File: src/rtl/lab_pkg.sv
`default_nettype none
// ============================================================================
//  Module      : lab_pkg
//  Description : Shared constants for the lab datapath counters/timers.
//  Revision    : 1.0  initial release
// ============================================================================
package lab_pkg;

    // Default counter / reload register width
    localparam int WIDTH = 12;

    // Timer state encoding
    localparam logic [0:0] ST_IDLE = 1'b0;
    localparam logic [0:0] ST_RUN  = 1'b1;

endpackage : lab_pkg
`default_nettype wire

File: src/rtl/reload_reg.sv
`default_nettype none
// ============================================================================
//  Module      : reload_reg
//  Description : Reload value register with a same-cycle bypass so that a
//                start coinciding with a load uses the freshly loaded value.
//  Revision    : 1.0  initial release
// ============================================================================
module reload_reg
    import lab_pkg::*;
#(
    parameter int WIDTH = lab_pkg::WIDTH
) (
    input  logic             clk,
    input  logic             rst,
    input  logic             load,
    input  logic [WIDTH-1:0] ld_val,
    output logic [WIDTH-1:0] rld,
    output logic [WIDTH-1:0] eff
);

    logic [WIDTH-1:0] r_rld;

    // Capture the reload value whenever load is asserted, in any timer state
    always_ff @(posedge clk) begin
        if (!rst) begin
            r_rld <= '0;
        end else if (load) begin
            r_rld <= ld_val;
        end
    end

    assign rld = r_rld;
    assign eff = load ? ld_val : r_rld;

endmodule : reload_reg
`default_nettype wire

File: src/rtl/countdown_timer_12.sv
`default_nettype none
// ============================================================================
//  Module      : countdown_timer_12
//  Description : Loadable down-counter/timer with one-shot or periodic
//                operation and a one-cycle done pulse at terminal count.
//  Revision    : 1.0  initial release
// ============================================================================
module countdown_timer_12
    import lab_pkg::*;
#(
    parameter int WIDTH = lab_pkg::WIDTH
) (
    input  logic             clk,
    input  logic             rst,
    input  logic             en,
    input  logic             load,
    input  logic [WIDTH-1:0] ld_val,
    input  logic             start,
    input  logic             stop,
    input  logic             auto_reload,
    output logic [WIDTH-1:0] val,
    output logic             busy,
    output logic             done
);

    localparam logic [WIDTH-1:0] c_one  = WIDTH'(1);
    localparam logic [WIDTH-1:0] c_zero = '0;

    logic [WIDTH-1:0] w_rld;
    logic [WIDTH-1:0] w_eff;
    logic [WIDTH-1:0] r_val;
    logic [0:0]       r_state;
    logic             r_done;

    reload_reg #(
        .WIDTH (WIDTH)
    ) u_reload_reg (
        .clk    (clk),
        .rst    (rst),
        .load   (load),
        .ld_val (ld_val),
        .rld    (w_rld),
        .eff    (w_eff)
    );

    // Countdown state machine: stop beats start, start beats counting
    always_ff @(posedge clk) begin
        if (!rst) begin
            r_val   <= c_zero;
            r_state <= ST_IDLE;
            r_done  <= 1'b0;
        end else begin
            r_done <= 1'b0;
            if (stop) begin
                r_val   <= c_zero;
                r_state <= ST_IDLE;
            end else if (start) begin
                if (w_eff == c_zero) begin
                    // Zero-length timer expires immediately
                    r_val   <= c_zero;
                    r_done  <= 1'b1;
                    r_state <= ST_IDLE;
                end else begin
                    r_val   <= w_eff;
                    r_state <= ST_RUN;
                end
            end else if ((r_state == ST_RUN) && en) begin
                if (r_val > c_one) begin
                    r_val <= r_val - c_one;
                end else if (r_val == c_one) begin
                    r_done <= 1'b1;
                    // Periodic mode reloads from the registered value; a zero
                    // reload value cannot sustain a period so the timer parks
                    if (auto_reload && (w_rld != c_zero)) begin
                        r_val <= w_rld;
                    end else begin
                        r_val   <= c_zero;
                        r_state <= ST_IDLE;
                    end
                end else begin
                    // Count of zero while running is unreachable; park safely
                    r_state <= ST_IDLE;
                end
            end
        end
    end

    assign val  = r_val;
    assign busy = (r_state == ST_RUN);
    assign done = r_done;

endmodule : countdown_timer_12
`default_nettype wire

File: config.mk
export PLATFORM = sky130hd
export DESIGN_NAME = countdown_timer_12
export DESIGN_NICKNAME = d
export VERILOG_FILES = /design/src/rtl/lab_pkg.sv /design/src/rtl/reload_reg.sv /design/src/rtl/countdown_timer_12.sv
export SDC_FILE = /design/constraint.sdc
export NUM_CORES = 1
export LEC_CHECK = 0
export ABC_AREA = 1
export BUFFER_PORTS_ARGS = -buffer_cell sky130_fd_sc_hd__buf_2
export CORE_ASPECT_RATIO = 1.4
export CORE_MARGIN = 1.5
export CORE_UTILIZATION = 55
export DETAILED_ROUTE_END_ITERATION = 7
export MAX_ROUTING_LAYER = met4
export PLACE_DENSITY = 0.8
export SETUP_SLACK_MARGIN = 0.15
export SYNTH_ARGS = -nofsm -noshare
export SYNTH_HDL_FRONTEND = slang
export SYNTH_SLANG_ARGS = --single-unit
File: constraint.sdc
create_clock -name clk -period 2.4 [get_ports clk]
set_input_delay 0.72 -clock clk [delete_from_list [all_inputs] [get_ports clk]]
set_output_delay 0.72 -clock clk [all_outputs]
set_load 0.1 [all_outputs]
==> out/qor.csv <==
metric,value,unit
multi-input logic area,0.001008,mm²
async set-reset flop share out of synthesis,0,%
"Seq/Total Area, Yosys",29.78,%
crit-path cells,buf_2,
Sequential Power Share,36.5,%
crit path time final,1.957,ns
Slew @ Worst Pin,0.5834,ns
layout cell share with drive strength beyond 1,16.21,%
worst min-delay path category,reg -> reg,
IO Port Bufs,32,
Worst Skew,0.002119,ns
Setup CP Type,reg -> out,
commonest cells in the netlist,"77 x nand2_1, 56 x nor2_1, 42 x inv_1, 26 x dfxtp_1, 20 x nand3_1",
Pwr Density,678.9,mW/mm²
Die Span Y,69.70,µm
Routed wire per std cell,11.18,µm
R2R Path Start,val[0]$_SDFFE_PP0P_,
Final Max Slew Viols,0,
number of max-cap violations,0,
routability congestion estimate,0.8768,
Rows,24,
die area,0.003530,mm²
largest net degree at the start of global routing,25,
mean post-synth cell area,5.925,µm²
Slowest cell on crit path,dfxtp_1,
clock-pin slew on the worst setup and hold paths,0.09,ns
power share of the combinational group,41.7,%
Area after DPL,0.001929,mm²
max incr delay on CP,0.48,ns
Synth Cell Area,0.001748,mm²
CTS Hold Bufs,0,
post-synth top area share,29.78,%
status,completed,
grt ovf,0,
Startpoint Class,flip-flop,
CP Data Arrival Time,1.24,ns
Required @ worst endpoint,1.68,ns
Die W,50.65,µm
RSZ-0062 raised after global routing,no,
CP Launch Point,val[6]$_SDFFE_PP0P_,
initial DRC count,60,
clk sink count,26,
Total Nets Final,349,
"delay-heaviest family, CP",flip-flops,
IO Pins,33,
"Setup Fix Bufs, Post-CTS",0,
ranking of synthesized cells by area,"dfxtp_1 30%, nand2_1 17%, nor2_1 12%",
fin area,0.001984,mm²
H-tree depth,1,
final hold viol count,0,
global-route total usage across every layer,25.93,%
relative slew slack,61.11,%
vias in the first global route,1679,
Hold Path Origin,val[11]$_SDFFE_PP0P_,
most common cell in the netlist,nand2_1,
setup violators final,0,
core box area,0.003063,mm²
clock power share,21.8,%
period utilization,81.56,%
Detailed Routing Iterations Pass 1,4,
worst skew pair latency,0.28,ns
leak pwr,1.046,nW
initial antenna violation count,0,
Sw Pwr,0.0005783,W
fin util,64.79,%
cts bufs inserted,3,
clock tree root buffer cell,clkbuf_8,
Vias,1825,
fmax,510.9,MHz
Syn Inst Count,295,
global-route wire length before repair,7100,µm
CTS tree,done,
Inserted Diodes,0,
Fill cells,313,
PostCTS Resize Cnt,0,
Post-DRT Antenna Nets,0,
Buffers & Inverters on Critical Path,1,
Post-synth EDFFs,0,
Pint,0.0007688,W
Via density,4.986,
Synth cell types,27,
"Top FF cell, synth",dfxtp_1,
HPWL reported at the end of detailed placement,3142,µm
"area leader, netlist",dfxtp_1,
Area Overhead vs Synth,13.53,%
"IR drop worst, VDD",0.4704,mV
CP Capture Type,output pin,
switching share of power,42.93,%
DRC Markers,0,
clock tree buffer depth,2,
FF/Latch Area,520.5,µm²
Crit Path Max Fanout,6,
Synth Net Count,316,
Yosys Warn Count,0,
Seq cells post-synth,26,
initial core utilization,57.07,%
final wirelength,4091,µm
setup TNS,0,ns
==> layout by cell type, fill, tap and decap left out, drive strengths merged <==
cell / synthesis / layout
o21ai: 19 / 19
nor2: 61 / 61
or2: 2 / 2
a21oi: 14 / 14
ha: 2 / 2
nand4: 4 / 4
nand2: 80 / 80
xor2: 3 / 3
nor3: 3 / 3
nand3: 20 / 20
dfxtp: 26 / 26
buf: 4 / 35
inv: 45 / 45
nand3b: 1 / 1
clkbuf: 3 / 4
o21a: 8 / 8
==> layout make-up <==
class / instances / area share, %
inverters: 45 / 8.512
repair buffers: 35 / 9.206
well taps: 39 / 2.459
clock buffers: 4 / 2.774
multi-input cells: 217 / 50.82
flip-flops and latches: 26 / 26.23
==> routing by layer <==
layer	share of wire, %	global-route usage, %	vias up
li1	-	-	986
met2	49	45.47	52
met4	1.5	7.508	0
met3	4.3	2.586	7
met5	0	-	-
met1	45	30.83	780
==> cells by family (layout without fill, tap and decap cells) <==
| kind of cell | after synthesis | after routing | synth area share [%] |
|---|---|---|---|
| XOR/XNOR | 3 | 3 | 1.503 |
| AND/OR/NAND/NOR | 171 | 171 | 41.45 |
| adder cells (fa/ha/maj) | 2 | 2 | 1.431 |
| flip-flops | 26 | 26 | 29.78 |
| buffers and inverters | 52 | 84 | 12.53 |
| AO/OA/AOI/OAI | 41 | 41 | 13.31 |
==> power by group through the flow <==
stage,clock network [W],logic (W),registers (W)
finish,0.000293,0.000562,0.000492
global route,0.000309,0.000627,0.000496
CTS,0.000301,0.000562,0.000491
detailed placement,0,0.000558,0.000501
global placement,0,0.000555,0.000500
floorplan,0,0.000360,0.000606
==> sequential cells by signal, summed over array words and instances (netlist names) <==
name / count
busy: 1
u_reload_reg.rld: 12
val: 12
done: 1
==> through the flow <==
stage	cells	worst slack, ns	total power (W)	hold WS, ns
after floorplan	295	0.1884	0.0009661	0.5110
after global placement	362	0.4846	0.001056	0.5008
after detailed placement	362	0.4215	0.001059	0.5071
after CTS	366	0.4438	0.001354	0.5214
after global routing	366	0.3903	0.001432	0.5363
final	366	0.4425	0.001347	0.5201
==> worst paths after layout <==
| check | to | slack [ns] | depth (start not counted) |
|---|---|---|---|
| worst max-delay path | val[6] | 0.44 | 1 |
| worst min-delay path | val[11]$_SDFFE_PP0P_ | 0.52 | 2 |
| worst max register to register | val[5]$_SDFFE_PP0P_ | 0.58 | 10 |
| worst min register to register | val[11]$_SDFFE_PP0P_ | 0.52 | 2 |
No activity file was read; power rests on OpenSTA's default activity.
